$ cat src/rtl/tx_control_pkg.sv
// rtl/tx_control_pkg.sv - shared constants and state encoding for the calculator return path
//
// Purpose
//   Definitions shared by tx_control and rx_control: FSM state codes, the default frame
//   geometry, the acknowledge timeout, and the on-wire byte order of a result frame.
//   rx_control assembles operands in the same order that tx_control sends results, so
//   both sides import LSB_FIRST from here rather than hard-coding it.

package tx_control_pkg;

   // Frame geometry and handshake defaults
   localparam int N_BYTES_DEFAULT     = 2;
   localparam int ACK_TIMEOUT_DEFAULT = 16;

   // Byte order on the serial link: 1 = least significant byte goes out first
   localparam bit LSB_FIRST = 1'b1;

   // FSM state codes (kept as plain 3-bit constants so legacy code can compare against them)
   typedef logic [2:0] state_t;

   localparam state_t ST_IDLE      = 3'd0;
   localparam state_t ST_LOAD      = 3'd1;
   localparam state_t ST_START     = 3'd2;
   localparam state_t ST_WAIT_ACK  = 3'd3;
   localparam state_t ST_WAIT_DONE = 3'd4;
   localparam state_t ST_NEXT      = 3'd5;
   localparam state_t ST_FINISH    = 3'd6;

   // Width of a byte index for an n-byte frame; never narrower than one bit
   function automatic int idx_width(input int n);
      return (n > 1) ? $clog2(n) : 1;
   endfunction

endpackage

$ cat src/rtl/tx_control.sv
// rtl/tx_control.sv - streams a latched ALU result to UART_tx one byte at a time
//
// Purpose
//   On a one-cycle trigger from the RX sequencer, captures the ALU result into a shadow
//   register and hands it to the UART transmitter byte by byte (order from LSB_FIRST).
//   Each byte is offered with a one-cycle tx_start pulse; the block then follows the
//   transmitter's busy flag until the byte has gone out. If the transmitter never raises
//   busy, the byte is considered taken after ACK_TIMEOUT cycles so a missing or stuck
//   transmitter cannot hang the calculator.
//
// Ports
//   clk        in   1           system clock
//   reset      in   1           asynchronous, active-low reset (release is expected to be
//                               synchronised to clk upstream)
//   tx_signal  in   1           frame request, one-cycle pulse
//   result     in   8*N_BYTES   value to send; sampled only when a request is accepted
//   tx_busy    in   1           UART_tx is shifting a byte out
//   tx_start   out  1           one-cycle pulse: UART_tx loads tx_data
//   tx_data    out  8           byte for UART_tx; only updated while preparing a byte
//   busy       out  1           frame in progress (cycle after accept up to done)
//   done       out  1           one-cycle pulse once the last byte has completed
//   overrun    out  1           sticky: a request arrived while a frame was in progress

module tx_control
   import tx_control_pkg::*;
#(
   parameter int N_BYTES     = N_BYTES_DEFAULT,
   parameter int ACK_TIMEOUT = ACK_TIMEOUT_DEFAULT
) (
   input  logic                   clk,
   input  logic                   reset,
   input  logic                   tx_signal,
   input  logic [8*N_BYTES-1:0]   result,
   input  logic                   tx_busy,
   output logic                   tx_start,
   output logic [7:0]             tx_data,
   output logic                   busy,
   output logic                   done,
   output logic                   overrun
);

   localparam int IDX_W = idx_width(N_BYTES);
   localparam int CNT_W = $clog2(ACK_TIMEOUT);

   localparam logic [IDX_W-1:0] LAST_IDX = IDX_W'(N_BYTES - 1);
   localparam logic [CNT_W-1:0] CNT_LOAD = CNT_W'(ACK_TIMEOUT - 1);

   state_t               state_q;
   logic [IDX_W-1:0]     idx_q;
   logic [CNT_W-1:0]     cnt_q;
   logic [8*N_BYTES-1:0] shadow_q;

   logic [IDX_W-1:0]     byte_pos;
   logic [7:0]           cur_byte;

   // Byte mux: idx_q counts bytes already handed over; byte_pos maps that onto the
   // position inside the shadow register according to the link byte order.
   always_comb begin
      byte_pos = LSB_FIRST ? idx_q : (LAST_IDX - idx_q);
      cur_byte = shadow_q[{byte_pos, 3'b000} +: 8];
   end

   always_ff @(posedge clk or negedge reset) begin
      if (!reset) begin
         state_q  <= ST_IDLE;
         idx_q    <= '0;
         cnt_q    <= '0;
         shadow_q <= '0;
         tx_start <= 1'b0;
         tx_data  <= 8'h00;
         busy     <= 1'b0;
         done     <= 1'b0;
         overrun  <= 1'b0;
      end else begin
         // Pulse outputs default low; the states below raise them for exactly one cycle.
         tx_start <= 1'b0;
         done     <= 1'b0;

         // Any request outside IDLE is dropped, including one landing on the FINISH
         // cycle; the frame in flight carries on untouched.
         if (tx_signal && (state_q != ST_IDLE)) begin
            overrun <= 1'b1;
         end

         case (state_q)
            ST_IDLE: begin
               if (tx_signal) begin
                  shadow_q <= result;
                  idx_q    <= '0;
                  busy     <= 1'b1;
                  state_q  <= ST_LOAD;
               end
            end

            // Present the byte, but do not offer it while the transmitter is still busy
            // with something else (e.g. a previous frame's last byte).
            ST_LOAD: begin
               tx_data <= cur_byte;
               if (!tx_busy) begin
                  tx_start <= 1'b1;
                  state_q  <= ST_START;
               end
            end

            // tx_start is high during this state; arm the acknowledge timeout.
            ST_START: begin
               cnt_q   <= CNT_LOAD;
               state_q <= ST_WAIT_ACK;
            end

            // A transmitter that never answers is treated as having taken the byte.
            ST_WAIT_ACK: begin
               if (tx_busy) begin
                  state_q <= ST_WAIT_DONE;
               end else if (cnt_q == '0) begin
                  state_q <= ST_NEXT;
               end else begin
                  cnt_q <= cnt_q - 1'b1;
               end
            end

            ST_WAIT_DONE: begin
               if (!tx_busy) begin
                  state_q <= ST_NEXT;
               end
            end

            ST_NEXT: begin
               if (idx_q == LAST_IDX) begin
                  done    <= 1'b1;
                  busy    <= 1'b0;
                  state_q <= ST_FINISH;
               end else begin
                  idx_q   <= idx_q + 1'b1;
                  state_q <= ST_LOAD;
               end
            end

            // done is high during this state; one cycle later requests are accepted again.
            ST_FINISH: begin
               state_q <= ST_IDLE;
            end

            default: begin
               state_q <= ST_IDLE;
            end
         endcase
      end
   end

endmodule

$ cat config.mk
export PLATFORM = sky130hd
export DESIGN_NAME = tx_control
export DESIGN_NICKNAME = d
export VERILOG_FILES = /design/src/rtl/tx_control_pkg.sv /design/src/rtl/tx_control.sv
export SDC_FILE = /design/constraint.sdc
export NUM_CORES = 1
export LEC_CHECK = 0
export CAP_MARGIN = 25
export CORE_ASPECT_RATIO = 1.75
export CORE_UTILIZATION = 54
export DETAILED_ROUTE_END_ITERATION = 6
export PLACE_DENSITY = 0.93
export SKIP_LAST_GASP = 1
export SLEW_MARGIN = 30
export SYNTH_ARGS = -nofsm -noshare
export SYNTH_HDL_FRONTEND = slang
export SYNTH_SLANG_ARGS = --single-unit
export TNS_END_PERCENT = 10
$ cat constraint.sdc
create_clock -name clk -period 4.52 [get_ports clk]
set_clock_uncertainty 0.2 [all_clocks]
set_input_delay 0.904 -clock clk [delete_from_list [all_inputs] [get_ports clk]]
set_output_delay 0.904 -clock clk [all_outputs]
set_load 0.03 [all_outputs]
Word level (Yosys, flattened, before mapping)
Index checks and enable logic that the tools add are counted.
{ "word_totals": {"regBits": 36, "input_bits": 20, "word_cells": 55, "output_inout_bits": 12} }
{ "op_classes": {"addsub": 2, "n_eq_ne": 12, "n_reduce_logical": 11, "mux": 20, "n_shift": 1} }
{ "ops": {"columns": ["cell", "n"], "rows": [
  ["$mux 3", 6],
  ["$pmux 3 s6", 1],
  ["$shiftx 16x5->8", 1],
  ["$ne 2x2->1 const B", 6],
  ["$mux 1", 8],
  ["$mux 4", 2],
  ["$pmux 4 s2", 1],
  ["$eq 3x2->1 const B", 2],
  ["$eq 3x3->1 const B", 2],
  ["$reduce_and 3->1", 2],
  ["$logic_not 4->1", 1],
  ["$pmux 1 s2", 2],
  ["$reduce_and 2->1", 2],
  ["$reduce_and 4->1", 1],
  ["$reduce_bool 2->1", 2],
  ["$sub 4x1->4 const B", 1],
  ["$eq 3x1->1 const B", 1],
  ["$logic_not 3->1", 1],
  ["$ne 3x3->1 const B", 1],
  ["$reduce_bool 3->1", 1],
  ["$add 1x1->1 const B", 1],
  ["$logic_and 1x1->1", 1]
]} }

Depth between registers and ports, before layout
Gate-level depths: netlist (run 1).
{ "logic_depth": {"ltp_word": 4, "ltp_mapped": 5, "depth_no_buf": 5} }

Least setup slack after synthesis (run 1)
No wires, ideal clock.
{ "synth_timing": {"kind": "in2reg", "startpoint": "in tx_signal", "endpoint": "reg shadow_q[0]", "setup_slack_ns": 2.467, "cell_stages": 4, "t_required_ns": 4.195, "path_buffers": 1, "arrival_ns": 1.728, "setup_ns": 0.125, "path_cell_list": "nand2b_4 -> nor3_4 -> buf_6 -> mux2_2"} }
{ "synth_between": {"elab_chain_cells": 1} }
{ "synth_rtl": {"columns": ["item", "line", "text"], "rows": [
  ["start, declared", "tx_control.sv:32", "input logic tx_signal,"],
  ["$reduce_and 2->1 (no source line)", null, null],
  ["end signal, assigned", "tx_control.sv:88", "shadow_q <= result;"],
  ["end, declared", "tx_control.sv:51", "logic [8*N_BYTES-1:0] shadow_q;"]
]} }
Every way passes these cells.
A chain may end at the register's enable or synchronous reset.

Final worst setup path (run 1)
{ "layout_timing": {"startpoint": "in tx_signal", "endpoint": "reg shadow_q[14]"} }
Same word-level chain as after synthesis.

==> flow_metrics.env, run 1 <==
export IMPL_status="finished with violations"
export IMPL_violations="design-rule violations"
export IMPL_fin_crit_sh=0.569
export IMPL_intPower_uw=913
export IMPL_hold_class="flop to flop"
export IMPL_io_pins=32
export IMPL_preCtsSetupSlack_ps=1630
export IMPL_clock_path_buffers=2
export IMPL_die_x_um=43.7
export IMPL_worst_pin_slew_ps=767
export IMPL_cp_end_kind="flop"
export IMPL_slew_headroom=0.487
export IMPL_pwr_share_comb=0.420
export IMPL_finalMaxSlewViolations=0
export IMPL_root_buffer="clkbuf_8"
export IMPL_grt_pass1_wl_um=5260
export IMPL_dp_hpwl_um=2310
export IMPL_design_die_area_um2=3280
export IMPL_synth_fp_nets=158
export IMPL_seq_power_share=0.424
export IMPL_rsz0062_at_grt="false"
export IMPL_vias_per_cell=5.89
export IMPL_insertion_delay_ps=300
export IMPL_final_setup_worst_slack_ps=1950
export IMPL_cp_required_ps=4500
export IMPL_synth_distinct_cells=36
export IMPL_worstPathMaxFanout=17
export IMPL_grt_antenna_before_repair=0
export IMPL_pwr_share_clk=0.157
export IMPL_fillers=213
export IMPL_grt_usage=0.226
export IMPL_synth_edf_count=0
export IMPL_synthesis_instances=137
export IMPL_worstPathCellList="clkdlybuf4s50_1 > nand2b_4 > nor3_4 > mux2_2"
export IMPL_fin_tns_setup_ps=0
export IMPL_grt_overflow_total=0
export IMPL_drt_iter0_markers=17
export IMPL_postCtsHoldBufs=0
export IMPL_critPathArrivalTime_ps=2550
export IMPL_cts_tree="done"
export IMPL_ys_seq_area_frac=0.547
export IMPL_slowest_delay_ps=590
export IMPL_coreArea_um2=2900
export IMPL_ys_async_sr_fraction=1.00
export IMPL_via_count=1160
export IMPL_antenna_left=0
export IMPL_grt_pass1_vias=1220
export IMPL_cts_clk_slew_worst_paths_ps=70
export IMPL_syn_to_final_growth_pct=23.6
export IMPL_wl_um=3180
export IMPL_fmax_mhz=389
export IMPL_cts_buffers=5
export IMPL_grt_max_degree=37
export IMPL_post_route_util=0.703
export IMPL_synth_largest_area_cell="dfrtp_1"
export IMPL_ys_top_cells_by_area="dfrtp_1 (55%), mux2_2 (12%), mux2i_1 (4.9%), a21oi_1 (3.0%), o21ai_0 (2.7%)"
export IMPL_rows=26
export IMPL_layout_drive_gt1_share=0.166
export IMPL_detail_route_wl_per_cell_um=16.1
export IMPL_synth_most_common_cell="dfrtp_1"
export IMPL_port_buffers=31
export IMPL_yosysWarnings=0
export IMPL_criticalPathCategory="primary input to flop"
export IMPL_irDropWorstVdd_uv=471
export IMPL_final_cell_area_um2=2040
export IMPL_place_area_um2=1950
export IMPL_ys_flop_type="dfrtp_1"
export IMPL_setup_viol=0
export IMPL_cts_resized=0
export IMPL_hold_viol=0
export IMPL_cts_setup_buffers=0
export IMPL_layout_nets=189
export IMPL_critPathSlowestCell="nor3_4"
export IMPL_n_antenna_cell=0
export IMPL_synth_commonest_cells="dfrtp_1 (36), mux2_2 (17), a21oi_1 (10)"
export IMPL_clock_sinks=36
export IMPL_p_leak_nw=0.837
export IMPL_fin_crit_ps=2570
export IMPL_power_density_nw_per_um2=724
export IMPL_syn_area_um2=1650
export IMPL_synth_top_area_share=0.547
export IMPL_gp_congestion=0.816
export IMPL_p_sw_frac=0.381
export IMPL_yosys_register_bits=36
export IMPL_drc_errors=3
export IMPL_syn_avg_cell_area_um2=12.0
export IMPL_maxCapViolCount=0
export IMPL_dieHeight_um=75.1
export IMPL_h_tree_depth=2
export IMPL_startpoint_type="primary input"
export IMPL_power_switching_uw=561
export IMPL_start_util=0.569
export IMPL_first_pass_iters=6
worst paths after layout:
check | startpoint | slack [ps] | depth (start not counted) | endpoint
max in group asynchronous | reset | 2990 | 2 | tx_data[7]
setup reg to reg | state_q[0] | 2400 | 3 | shadow_q[14]
hold reg to reg | overrun | 270 | 1 | overrun
setup / recovery | tx_signal | 1950 | 4 | shadow_q[14]
hold / removal | overrun | 270 | 1 | overrun
min in group asynchronous | reset | 820 | 2 | cnt_q[2]
worst max-delay path: cells and delay by family:
family	cells	cell delay (ps)
and+or+nand+nor	2	670
buffers and inverters	1	550
muxes	1	420
through the flow:
| stage | power [mW] | hold slack [ps] | cells |
|---|---|---|---|
| floorplan | 1.07 | 280 | 137 |
| global placement | 1.20 | 250 | 189 |
| detailed placement | 1.25 | 251 | 189 |
| CTS | 1.49 | 272 | 197 |
| global route | 1.57 | 292 | 197 |
| finish | 1.47 | 266 | 197 |
layer usage:
metal / vias to the layer above / GRT usage / wire length (um)
met4: 0 / 0.104 / 67
met2: 30 / 0.390 / 1750
met3: 6 / 0.0743 / 156
li1: 542 / - / -
met1: 582 / 0.247 / 1210
met5: - / 0 / 0
cell usage in the layout, fill, tap and decap left out, drive strengths merged:
cell type,count
nor2,9
o31a,1
clkbuf,8
a21oi,10
or4,1
a221o,1
a32o,2
dfrtp,36
mux2i,8
and2,1
clkdlybuf4s50,31
nand2b,6
nor4,1
nand4b,1
a311oi,1
inv,7
nand3,1
a31oi,1
nor3,1
o32ai,1
nor2b,1
buf,1
o31ai,1
or2,1
o21ai,10
mux2,17
nand2,3
nor4bb,1
and2b,1
a21o,2
ha,1
nor3b,2
logic make-up (layout without fill, tap and decap cells):
logic type / Yosys count / count (layout) / share of synthesized area
compound gates: 30 / 30 / 0.112
simple gates: 30 / 30 / 0.119
flops: 36 / 36 / 0.547
buf+inv: 15 / 47 / 0.0486
fa+ha+maj: 1 / 1 / 0.00760
mux: 25 / 25 / 0.165
flip-flops by register name, indices dropped and copies added, names as in the netlist:
name and count:
byte_pos 1, busy 1, cnt_q 4, tx_start 1
state_q 3, done 1, shadow_q 16, overrun 1
tx_data 8
layout make-up:
| type | count | area, um^2 | share of cell area |
|---|---|---|---|
| flip-flops and latches | 36 | 901 | 0.443 |
| multi-input cells | 86 | 666 | 0.327 |
| inverters | 7 | 26.3 | 0.0129 |
| well taps | 28 | 35.0 | 0.0172 |
| clock buffers | 8 | 90.1 | 0.0443 |
| repair buffers | 32 | 318 | 0.156 |
power groups by stage:
stage / sequential [mW] / clock, mW / combinational, mW
floorplan: 0.636 / 0 / 0.430
global placement: 0.613 / 0 / 0.588
detailed placement: 0.630 / 0 / 0.623
CTS: 0.625 / 0.239 / 0.626
global route: 0.647 / 0.248 / 0.679
finish: 0.625 / 0.231 / 0.618
Power figures use the tool's default switching activity.
==> run 2, diff against run 1 <==
Settings changed: CORE_UTILIZATION 54 to 46, PLACE_DENSITY 0.93 to 0.85.
Clock period 4.52 ns to 2.1 ns, I/O delays scaled along.
==> run 2 against run 1 <==
- sequential cell count unchanged
- worst hold slack better by 1.5 ps
- die area rose by 17%
- register-to-register slack got worse by 2200 ps
- count of clock-buffer cells in the layout down 1
- cell area increased by 4.2%
- non-clock buffer count increased by 6
- critical endpoint is now tx_data[3]
- the flow now finishes without violations
- largest cell class unchanged
==> flow_metrics.env, run 2 (synthesized netlist as in run 1, its figures left out) <==
export IMPL_clock_path_buffers=2
export IMPL_layout_drive_gt1_share=0.201
export IMPL_port_buffers=31
export IMPL_postCtsHoldBufs=0
export IMPL_preCtsSetupSlack_ps=32.9
export IMPL_criticalPathCategory="flop to output pin"
export IMPL_fillers=289
export IMPL_cp_end_kind="output pin"
export IMPL_grt_usage=0.210
export IMPL_worstPathCellList="clkdlybuf4s50_1"
export IMPL_wl_um=3340
export IMPL_grt_pass1_wl_um=5600
export IMPL_register_area_um2=901
export IMPL_gp_congestion=0.851
export IMPL_detail_route_wl_per_cell_um=15.2
export IMPL_first_pass_iters=4
export IMPL_via_count=1192
export IMPL_largest_register="shadow_q"
export IMPL_worst_pin_slew_ps=618
export IMPL_insertion_delay_ps=290
export IMPL_maxCapViolCount=0
export IMPL_hold_class="flop to flop"
export IMPL_crit_buf_inv=1
export IMPL_cts_resized=0
export IMPL_layout_nets=195
export IMPL_fmax_mhz=513
export IMPL_rows=28
export IMPL_path_delay_family="buffers and inverters"
export IMPL_gr_usage_met1=0.260
export IMPL_start_util=0.485
export IMPL_rsz0062_at_grt="false"
export IMPL_clock_sinks=36
export IMPL_top_regs="shadow_q (16), tx_data (8), cnt_q (4)"
export IMPL_worstPathMaxFanout=2
export IMPL_cp_required_ps=1480
export IMPL_root_buffer="clkbuf_8"
export IMPL_grt_pass1_vias=1249
export IMPL_p_leak_nw=0.876
export IMPL_cts_tree="done"
export IMPL_n_antenna_cell=0
export IMPL_hold_viol=0
export IMPL_cts_clk_slew_worst_paths_ps=70
export IMPL_syn_to_final_growth_pct=28.8
export IMPL_multi_input_area_um2=666
export IMPL_grt_met3_usage=0.0533
export IMPL_fin_tns_setup_ps=0
export IMPL_grt_antenna_before_repair=0
export IMPL_critPathArrivalTime_ps=1330
export IMPL_busiest_layer="met2"
export IMPL_dp_hpwl_um=2400
export IMPL_design_die_area_um2=3830
export IMPL_io_pins=32
export IMPL_drt_iter0_markers=30
export IMPL_largest_register_ffs=16
export IMPL_final_cell_mix="dfrtp_1 (36), clkdlybuf4s50_1 (31), mux2_2 (17), a21oi_1 (10)"
export IMPL_final_setup_worst_slack_ps=150
export IMPL_cts_buffers=5
export IMPL_finalMaxSlewViolations=0
export IMPL_power_density_nw_per_um2=1560
export IMPL_status="completed"
export IMPL_hold_worst_slack_ps=267
export IMPL_fin_crit_ps=1950
export IMPL_cts_setup_buffers=0
export IMPL_drc_errors=0
export IMPL_die_x_um=47.2
export IMPL_antenna_left=0
export IMPL_slew_headroom=0.588
export IMPL_critPathSlowestCell="clkdlybuf4s50_1"
export IMPL_grt_max_degree=37
export IMPL_irDropWorstVdd_uv=842
export IMPL_grt_overflow_total=0
export IMPL_startpoint_type="flop"
export IMPL_fin_crit_sh=0.928
export IMPL_coreArea_um2=3400
export IMPL_layout_commonest_cell="dfrtp_1"
export IMPL_slowest_delay_ps=680
export IMPL_dieHeight_um=81.1
export IMPL_setup_viol=0
export IMPL_h_tree_depth=2
export IMPL_vias_per_cell=5.44
export IMPL_grtUsageMet2=0.341
-- run 2: changes by cell type in the layout (fill, tap and decap cells not counted), sizes merged --
cell	delta
clkbuf	-1
buf	+6
-- run 2: final cells by class --
cell class | instances | share of cell area
clock buffers | 7 | 0.0454
inverters | 7 | 0.0124
multi-input cells | 86 | 0.314
flip-flops and latches | 36 | 0.425
well taps | 45 | 0.0265
repair buffers | 38 | 0.177
-- run 2: path summary, 6_finish.rpt --
| kind | startpoint | to | slack (ps) | cells past startpoint |
|---|---|---|---|---|
| max in group asynchronous | reset | done | 1030 | 2 |
| worst max register to register | cnt_q[0] | cnt_q[1] | 230 | 6 |
| worst min-delay path | overrun | overrun | 270 | 1 |
| worst max-delay path | tx_data[3] | tx_data[3] | 150 | 1 |
| worst min register to register | overrun | overrun | 270 | 1 |
| min in group asynchronous | reset | overrun | 340 | 2 |
-- run 2: stage by stage --
step           cell area (um^2)  utilization  instances  power [mW]
2_1_floorplan              1650            -        137        2.30
3_3_place_gp               2020        0.596        212        2.67
3_5_place_dp               2020        0.596        212        2.79
4_1_cts                    2120        0.624        219        3.33
5_1_grt                    2120        0.624        219        3.51
6_report                   2120        0.624        219        3.30
-- run 2: per-layer routing --
metal  vias up  part of all wire
li1        558                 -
met1       599              0.39
met2        29              0.54
met3         6             0.046
met4         0             0.018
met5         -                 0
-- run 2: worst register-to-register path, stage by stage (launching register included) --
cell      delay [ps]
dfrtp_1          390
inv_1             80
ha_1             240
nor3b_1          180
buf_4            140
or2_2            280
a311oi_1         260
-- run 2: where the power goes --
part / total [mW] / switching (mW) / internal [mW]
registers: 1.32 / 0.301 / 1.02
logic: 1.44 / 0.697 / 0.744
clock network: 0.534 / 0.241 / 0.292
total: 3.30 / 1.24 / 2.06
==> run 3, diff against run 2 <==
Settings changed: CORE_ASPECT_RATIO 1.75 to not set, HOLD_SLACK_MARGIN set to 0.15.
==> run 3 against run 2 <==
- global-route usage about the same
- final cell count is 0.46% higher
- combinational power hardly changed
- maximum frequency decreased by 3.6%
- via count is 1.1% lower
- register-to-register slack got worse by 140 ps
- non-clock buffer count did not move
- largest cell class unchanged
- largest power group unchanged
==> flow_metrics.env, run 3 (synthesized netlist as in run 1, its figures left out) <==
export IMPL_fin_tns_setup_ps=0
export IMPL_grt_overflow_total=0
export IMPL_syn_to_final_growth_pct=27.0
export IMPL_start_util=0.486
export IMPL_post_route_util=0.617
export IMPL_rrSetupSlack_ps=90
export IMPL_cts_clk_slew_worst_paths_ps=100
export IMPL_postCtsHoldBufs=0
export IMPL_finalMaxSlewViolations=0
export IMPL_intPower_mw=1.95
export IMPL_status="completed"
export IMPL_worst_pin_slew_ps=560
export IMPL_reg2reg_to="state_q[0]"
export IMPL_cts_resized=0
export IMPL_port_buffers=31
export IMPL_die_x_um=61.8
export IMPL_insertion_delay_ps=350
export IMPL_irDropWorstVdd_uv=726
export IMPL_rsz0062_at_grt="false"
export IMPL_detail_route_wl_per_cell_um=15.1
export IMPL_top_regs="shadow_q (16), tx_data (8), cnt_q (4)"
export IMPL_layout_commonest_cell="dfrtp_1"
export IMPL_reg2reg_depth=5
export IMPL_fillers=278
export IMPL_pwr_share_comb=0.459
export IMPL_grt_max_degree=37
export IMPL_io_pins=32
export IMPL_largest_register_ffs=16
export IMPL_grt_pass1_wl_um=5600
export IMPL_clock_sinks=36
export IMPL_design_die_area_um2=3820
export IMPL_power_density_nw_per_um2=1510
export IMPL_final_cell_mix="dfrtp_1 (36), clkdlybuf4s50_1 (31), mux2_2 (17), a21oi_1 (10)"
export IMPL_fmax_mhz=494
export IMPL_h_tree_depth=2
export IMPL_worstPathMaxFanout=2
export IMPL_fin_crit_ps=2020
export IMPL_layout_drive_gt1_share=0.201
export IMPL_pwr_share_clk=0.132
export IMPL_power_switching_mw=1.22
export IMPL_gp_congestion=0.756
export IMPL_rr_startpoint="cnt_q[0]"
export IMPL_maxCapViolCount=0
export IMPL_drc_errors=0
export IMPL_cts_setup_buffers=0
export IMPL_dp_hpwl_um=2320
export IMPL_cts_buffers=5
export IMPL_startpoint_type="flop"
export IMPL_root_buffer="clkbuf_4"
export IMPL_coreArea_um2=3390
export IMPL_setup_viol=0
export IMPL_wl_um=3330
export IMPL_path_delay_family="buffers and inverters"
export IMPL_hold_viol=0
export IMPL_cts_tree="done"
export IMPL_seq_power_share=0.409
export IMPL_clock_path_buffers=2
export IMPL_drt_iter0_markers=42
export IMPL_rows=21
export IMPL_layout_nets=195
export IMPL_critPathArrivalTime_ps=1400
export IMPL_n_antenna_cell=0
export IMPL_largest_register="shadow_q"
export IMPL_grt_pass1_vias=1264
export IMPL_slew_headroom=0.626
export IMPL_p_sw_frac=0.385
export IMPL_cp_required_ps=1480
export IMPL_first_pass_iters=4
export IMPL_vias_per_cell=5.36
export IMPL_grt_usage=0.210
export IMPL_hold_class="primary input to async pin"
export IMPL_slowest_delay_ps=690
export IMPL_grt_antenna_before_repair=0
export IMPL_dieHeight_um=61.8
export IMPL_crit_buf_inv=1
export IMPL_antenna_left=0
export IMPL_fin_crit_sh=0.963
export IMPL_p_leak_nw=0.862
export IMPL_criticalPathCategory="flop to output pin"
export IMPL_cp_end_kind="output pin"
export IMPL_worstPathCellList="clkdlybuf4s50_1"
export IMPL_critPathSlowestCell="clkdlybuf4s50_1"
export IMPL_via_count=1179
==> run 3: cell count changes in the layout (fill, tap and decap cells not counted) <==
cell,before,now
clkbuf_8,7,2
clkbuf_4,0,5
==> run 3: layout make-up <==
type / instances / area (um^2) / share of cell area
inverter: 7 / 26.3 / 0.0126
sequential: 36 / 901 / 0.431
multi-input combinational: 86 / 666 / 0.318
timing repair buffer: 38 / 375 / 0.180
clock buffer: 7 / 65.1 / 0.0311
tap: 46 / 57.6 / 0.0275
==> run 3: per-stage QoR <==
stage          setup WS (ps)  instance area, um^2  hold slack, ps  total power, mW  std cells
6_report                77.2                 2090             278             3.17        220
5_1_grt                 15.3                 2090             309             3.39        220
4_1_cts                 62.8                 2090             283             3.19        220
3_5_place_dp            34.7                 2030             258             2.76        213
3_3_place_gp            69.1                 2030             250             2.67        213
2_1_floorplan            419                 1650           -75.6             2.30        137
==> run 3: power groups by stage <==
stage	registers [mW]	logic, mW	clock network [mW]
floorplan	1.37	0.926	0
global placement	1.28	1.39	0
detailed placement	1.30	1.46	0
CTS	1.29	1.47	0.425
global route	1.34	1.58	0.457
finish	1.30	1.45	0.417
==> run 3: worst max path at each step <==
stage	from	to	slack, ps	cells past startpoint
global route	tx_data[1]	tx_data[1]	20	1
CTS	tx_data[2]	tx_data[2]	60	1
finish	tx_data[2]	tx_data[2]	80	1
floorplan	state_q[2]	shadow_q[0]	420	4
global placement	tx_signal	shadow_q[0]	70	5
detailed placement	tx_signal	shadow_q[5]	30	5
==> run 3: routing by layer <==
layer	wire length (um)	global-route usage
met1	1500	0.241
met2	1640	0.367
met3	150	0.0787
met4	44	0.0603
met5	0	0
